### src/rtl/pll_pkg.sv
// pll_pkg: shared types and default constants for the PLL loop blocks
package pll_pkg;
  typedef enum logic [1:0] {IDLE, LEAD_REF, LEAD_FB} pfd_state_t;
  localparam int ERR_WIDTH_DEF = 16;
  localparam int LOCK_TOL_DEF = 2;
  localparam int LOCK_COUNT_DEF = 8;
endpackage

### src/rtl/edge_synchronizer.sv
// edge_synchronizer: multi-flop synchronizer with a one-cycle rising-edge pulse
module edge_synchronizer #(
  parameter int SYNC_STAGES = 2
)(
  input  logic clk,
  input  logic reset,
  input  logic async_in,
  output logic rise
);
  logic [SYNC_STAGES-1:0] sync;
  logic last;
  always_ff @(posedge clk or posedge reset)
    if (reset) begin
      sync <= '0;
      last <= 1'b0;
    end else begin
      sync <= {sync[SYNC_STAGES-2:0], async_in};
      last <= sync[SYNC_STAGES-1];
    end
  assign rise = sync[SYNC_STAGES-1] & ~last;
endmodule

### src/rtl/digital_pfd.sv
// digital_pfd: phase-frequency detector measuring ref/fb rising-edge offset in clk cycles
module digital_pfd
  import pll_pkg::*;
#(
  parameter int SYNC_STAGES = 2,
  parameter int ERR_WIDTH   = ERR_WIDTH_DEF,
  parameter int LOCK_TOL    = LOCK_TOL_DEF,
  parameter int LOCK_COUNT  = LOCK_COUNT_DEF
)(
  input  logic                        clk,
  input  logic                        reset,
  input  logic                        enable,
  input  logic                        ref_clk_digital,
  input  logic                        fb_clk_digital,
  output logic                        up,
  output logic                        down,
  output logic signed [ERR_WIDTH-1:0] phase_err,
  output logic                        phase_err_valid,
  output logic                        locked
);
  localparam int GW = $clog2(LOCK_COUNT + 1);
  localparam logic [GW-1:0] GOOD_MAX = GW'(LOCK_COUNT);
  localparam logic [ERR_WIDTH-1:0] CNT_MAX = {1'b0, {(ERR_WIDTH-1){1'b1}}};
  localparam logic signed [ERR_WIDTH-1:0] TOL = ERR_WIDTH'(LOCK_TOL);
  pfd_state_t state, state_nxt;
  logic [ERR_WIDTH-1:0] cnt, cnt_nxt, cnt_inc;
  logic signed [ERR_WIDTH-1:0] err_nxt;
  logic [GW-1:0] good, good_nxt;
  logic valid_nxt, in_tol, ref_rise, fb_rise;
  edge_synchronizer #(.SYNC_STAGES(SYNC_STAGES)) u_ref (
    .clk(clk), .reset(reset), .async_in(ref_clk_digital), .rise(ref_rise)
  );
  edge_synchronizer #(.SYNC_STAGES(SYNC_STAGES)) u_fb (
    .clk(clk), .reset(reset), .async_in(fb_clk_digital), .rise(fb_rise)
  );
  assign cnt_inc = cnt == CNT_MAX ? cnt : cnt + ERR_WIDTH'(1);
  always_comb begin
    state_nxt = state;
    cnt_nxt = cnt_inc;
    err_nxt = phase_err;
    valid_nxt = 1'b0;
    case (state)
      IDLE: begin
        cnt_nxt = ref_rise ^ fb_rise ? ERR_WIDTH'(1) : '0;
        state_nxt = ref_rise && !fb_rise ? LEAD_REF : fb_rise && !ref_rise ? LEAD_FB : IDLE;
        valid_nxt = ref_rise && fb_rise;
        err_nxt = ref_rise && fb_rise ? '0 : phase_err;
      end
      LEAD_REF: if (fb_rise) begin
        valid_nxt = 1'b1;
        err_nxt = $signed(cnt);
        cnt_nxt = ref_rise ? ERR_WIDTH'(1) : '0;
        state_nxt = ref_rise ? LEAD_REF : IDLE;
      end
      LEAD_FB: if (ref_rise) begin
        valid_nxt = 1'b1;
        err_nxt = -$signed(cnt);
        cnt_nxt = fb_rise ? ERR_WIDTH'(1) : '0;
        state_nxt = fb_rise ? LEAD_FB : IDLE;
      end
      default: state_nxt = IDLE;
    endcase
    if (!enable) begin
      state_nxt = IDLE;
      cnt_nxt = '0;
      valid_nxt = 1'b0;
      err_nxt = phase_err;
    end
  end
  assign in_tol = (err_nxt <= TOL) && (err_nxt >= -TOL);
  assign good_nxt = !enable ? '0 : !valid_nxt ? good : !in_tol ? '0 :
                    good == GOOD_MAX ? good : good + GW'(1);
  always_ff @(posedge clk or posedge reset)
    if (reset) begin
      state <= IDLE;
      cnt <= '0;
      phase_err <= '0;
      phase_err_valid <= 1'b0;
      good <= '0;
      locked <= 1'b0;
      up <= 1'b0;
      down <= 1'b0;
    end else begin
      state <= state_nxt;
      cnt <= cnt_nxt;
      phase_err <= err_nxt;
      phase_err_valid <= valid_nxt;
      good <= good_nxt;
      locked <= enable && good == GOOD_MAX;
      up <= state_nxt == LEAD_REF;
      down <= state_nxt == LEAD_FB;
    end
endmodule

### config.mk
export PLATFORM = sky130hd
export DESIGN_NAME = digital_pfd
export DESIGN_NICKNAME = d
export VERILOG_FILES = /design/src/rtl/pll_pkg.sv /design/src/rtl/edge_synchronizer.sv /design/src/rtl/digital_pfd.sv
export SDC_FILE = /design/constraint.sdc
export NUM_CORES = 1
export LEC_CHECK = 0
export ABC_AREA = 1
export CORE_MARGIN = 5
export CORE_UTILIZATION = 53
export CTS_CLUSTER_DIAMETER = 80
export CTS_CLUSTER_SIZE = 28
export DETAILED_ROUTE_END_ITERATION = 7
export PLACE_DENSITY_LB_ADDON = 0.05
export SLEW_MARGIN = 30
export SYNTH_ARGS = -nofsm -noshare
export SYNTH_HDL_FRONTEND = slang
export SYNTH_HIERARCHICAL = 1
export SYNTH_SLANG_ARGS = --single-unit
export TNS_END_PERCENT = 30
### constraint.sdc
create_clock -name clk -period 2 [get_ports clk]
set_input_delay 0.4 -clock clk [delete_from_list [all_inputs] [get_ports clk]]
set_output_delay 0.4 -clock clk [all_outputs]
set_load 0.1 [all_outputs]
==> out/metrics.sh <==
TIMING_MAX_TRANSITION_VIOLATIONS_FINAL=0
OUTCOME='finished, violations left'
SYNTH_NETS=434
AREAGROWTHSYNTHTOFINISH_PCT=38.0
GLOBALROUTE.TOTALOVERFLOW=0
WORST-ENDPOINT-ARRIVAL_PS=2460
TCRIT_TCLK_FINAL=1.11
SETUP_VIOL=5
TIMING.FINAL.WS_SETUP_PS=-220
SYNTH-ASYNC-RESET-RATIO=1.00
VDD_DROP_MAX_uV=504
TIMING.FMAX_MHz=451
FILLERINSTANCES=456
PATH_CLASS='reg2reg'
FLOORPLAN.INITIALDENSITY=0.546
REQUIRED_PS=2240
AVGSYNTHCELLAREA_UM2=7.17
FIN_HOLD_WS_PS=328
DETAIL_ROUTE.DRC_VIOLATIONS=0
ANTENNA-DIODE-COUNT=0
POST-DP-HPWL_UM=6510
PIN_COUNT=25
TOTAL_GLOBAL_ROUTING_TRACK_UTILIZATION=0.241
P_PER_AREA_nW_PER_UM2=653
ROUTED-WL-MET2_UM=4010
FINAL_CELL_MIX='sky130_fd_sc_hd__nand2_1 (110), sky130_fd_sc_hd__buf_4 (93), sky130_fd_sc_hd__inv_1 (56), sky130_fd_sc_hd__dfrtp_1 (47), sky130_fd_sc_hd__nor2_1 (40)'
POST_DRT_WL_PER_CELL_UM=13.8
SLEW_HEADROOM=0.767
NUM_CTS_BUFFERS=5
CLOCK_TREE.HTREE_LEVEL_COUNT=2
SINKS_ON_CLOCK_NET=48
ROUTE.DETAILED.VIAS_PER_INST=5.16
LAYOUT_COMMONEST_CELL='sky130_fd_sc_hd__nand2_1'
SYNTHESIS.YOSYS.WARNINGS=6
CTS_TREE='yes'
WL_MET1_UM=3690
DR.FIRST_ITER.DRC_COUNT=221
POSTSYNTHREGISTERBITS=48
WORST_SETUP_PATH_END_KIND='register'
CRITICAL-PATH-TOP-DELAY-FAMILY='simple AND/OR/NAND/NOR gates'
CAP_VIOL_MAX_COUNT=0
PLACE.PORT_BUFFERS=24
CTSROOTBUFFERMASTER='sky130_fd_sc_hd__clkbuf_8'
GRT_PASS1_VIAS=3005
ROUTABILITYCONGESTION=0.911
HOLD_CLASS='in2async'
TOTAL_DIE_AREA_UM2=7320
CORE.ROWCOUNT=27
CLOCK_LATENCY_PS=300
LAYOUTNONFILLERINSTCOUNT=599
SYNTHESIS.INSTANCES=422
FINALCLOCKSKEW_PS=12.3
POST_CTS_HOLD_BUFFER_COUNT=0
FLOORPLAN.DIE.HEIGHT_UM=85.6
SEQ_AREA_FRAC_SYNTH=0.397
ROUTED.TOP_LAYER='met4'
CRITPATHMAXSTAGEDELAY_PS=380
DETAILED_ROUTE_WIRE_LENGTH_UM=8240
CP-START-KIND='register'
NUMBER_OF_NETS_IN_THE_LAYOUT=538
CRITICAL_PATH.CELL_CHAIN='inv_2 -> nor2_4 -> buf_6 -> nand3_4 -> nor2_4 -> inv_2 -> nor2_4 -> a21oi_4 -> o21ai_2 -> nand3_1 -> nor2_1 -> nand3_1 -> nand2_2 -> nand2_2 -> nor2_1 -> nand2_1 -> nand2_1'
TIMING.CRITICAL_PATH.MODE_CELL='sky130_fd_sc_hd__nor2_4'
UTILIZATION=0.754
DRT_PASS1_ITERATIONS=4
DIE_WIDTH_UM=85.6
ANTENNA_FOUND_INITIAL=0
LAYOUT-DRIVE-GT1-SHARE=0.326
POST_SYNTH_INSTANCE_AREA_UM2=3030
DETAILROUTE.VIA_COUNT=3093
EDFF_COUNT_SYNTH=0
STDCELL_AREA_UM2=4180
P_LEAK_uW=0.00223
DPL-INSTANCE-AREA_UM2=3850
ANTENNA_LEFT=0
SETUP_REPAIR_AFTER_GLOBAL_ROUTING_MISSED_ITS_MARGIN='true'
YOSYS.CELL_TYPES.COUNT=32
ROUTE.MET3.WL_UM=379
CP_MAX_FO=7
SYNTH_FF_TYPE='sky130_fd_sc_hd__dfrtp_1'
PLACEDCELLCOUNT=584
CLOCKBUFFERDEPTH=2
CLK_PIN_SLEW_PS=80
WORST_PATH_MAX_DELAY_CELL='sky130_fd_sc_hd__dfrtp_1'
HOLD_VIOLATIONS=0
WORST-PATH-BUF-INV=3
WORSTMARGINPINSLEW_PS=349
FAILED_CHECKS='negative setup slack'
CORE_AREA_UM2=5540
POST-ROUTE-MIN-PERIOD_PS=2220
GRT_START_MAX_NET_PINS=28
WIRE_LENGTH_OF_THE_FIRST_GLOBAL_ROUTING_PASS_UM=14000
## sequential cells by signal, indices dropped and copies added (netlist names)
register	flops
up	1
phase_err_valid	1
u_fb/sync	2
cnt	16
u_ref/last	1
u_fb/last	1
phase_err	16
good	4
state	2
locked	1
down	1
u_ref/sync	2
## synthesized netlist by cell type, drive strengths merged, types with 4 or more instances
cell type | number | area share
a211oi | 4 | 0.0099
a21oi | 20 | 0.036
buf | 4 | 0.013
dfrtp | 48 | 0.40
ha | 7 | 0.029
inv | 66 | 0.082
nand2 | 124 | 0.16
nand3 | 44 | 0.090
nand4 | 7 | 0.014
nor2 | 54 | 0.082
nor3 | 9 | 0.017
o21ai | 15 | 0.026
xor2 | 5 | 0.014
## worst reg2reg max path: stages, from the launching register on
cell and delay (ps):
sky130_fd_sc_hd__dfrtp_1 380, sky130_fd_sc_hd__inv_2 60, sky130_fd_sc_hd__nor2_4 170, sky130_fd_sc_hd__buf_6 130, sky130_fd_sc_hd__nand3_4 110, sky130_fd_sc_hd__nor2_4 230, sky130_fd_sc_hd__inv_2 90, sky130_fd_sc_hd__nor2_4 110
sky130_fd_sc_hd__a21oi_4 40, sky130_fd_sc_hd__o21ai_2 90, sky130_fd_sc_hd__nand3_1 100, sky130_fd_sc_hd__nor2_1 100, sky130_fd_sc_hd__nand3_1 130, sky130_fd_sc_hd__nand2_2 160, sky130_fd_sc_hd__nand2_2 90, sky130_fd_sc_hd__nor2_1 90
sky130_fd_sc_hd__nand2_1 50, sky130_fd_sc_hd__nand2_1 50
## where the power goes
part | switching [uW] | internal [uW]
combinational | 724 | 308
sequential | 60.2 | 1040
clock | 314 | 283
## layer usage
layer	global-route usage	vias up
met5	0	-
met4	0.0806	0
li1	-	1542
met1	0.312	1452
met2	0.411	79
met3	0.0355	20
## worst paths after layout
check / from / endpoint / slack, ps / depth (start not counted)
hold reg to reg: u_ref/sync[0]$_DFF_PP0_ / u_ref/sync[1]$_DFF_PP0_ / 360 / 0
hold / removal: reset / u_ref/last$_DFF_PP0_ / 330 / 2
max in group asynchronous: reset / phase_err[7]$_DFF_PP0_ / 1190 / 3
min in group clk: u_ref/sync[0]$_DFF_PP0_ / u_ref/sync[1]$_DFF_PP0_ / 360 / 0
setup reg to reg: u_fb/sync[1]$_DFF_PP0_ / good[2]$_DFFE_PP0P_ / -220 / 17
setup / recovery: u_fb/sync[1]$_DFF_PP0_ / good[2]$_DFFE_PP0P_ / -220 / 17
## area by class of cell
cell class,count,area (um2),area share
clock buffers,8,90.1,0.0216
inverters,66,254,0.0608
well taps,72,90.1,0.0216
repair buffers,104,843,0.202
multi-input cells,301,1700,0.406
flip-flops and latches,48,1200,0.288
## through the flow
step / TNS, ps / worst slack [ps] / power (uW)
2_1_floorplan: 0 / 4.23 / 1790
3_3_place_gp: -1910 / -431 / 2090
3_5_place_dp: -2030 / -468 / 2100
4_1_cts: -819 / -163 / 2710
5_1_grt: -2690 / -446 / 2860
6_report: -1040 / -220 / 2730
## cell families (layout without fill, tap and decap cells)
logic type,count (synthesis),in the layout,synth area share
and+or+nand+nor,243,243,0.371
AOI/OAI and AO/OA,45,45,0.0869
xor gates and xnor gates,6,6,0.0174
DFF,48,48,0.397
buffers and inverters,73,178,0.0984
adders and majority gates,7,7,0.0289
## what timing repair did
item | in CTS | in global routing
resized for setup | 23 | 26
setup buffers | 4 | 3
setup endpoints to repair | 10 | 16
pin swaps | 15 | 7
Note: power is estimated with default switching activity, not from simulation.
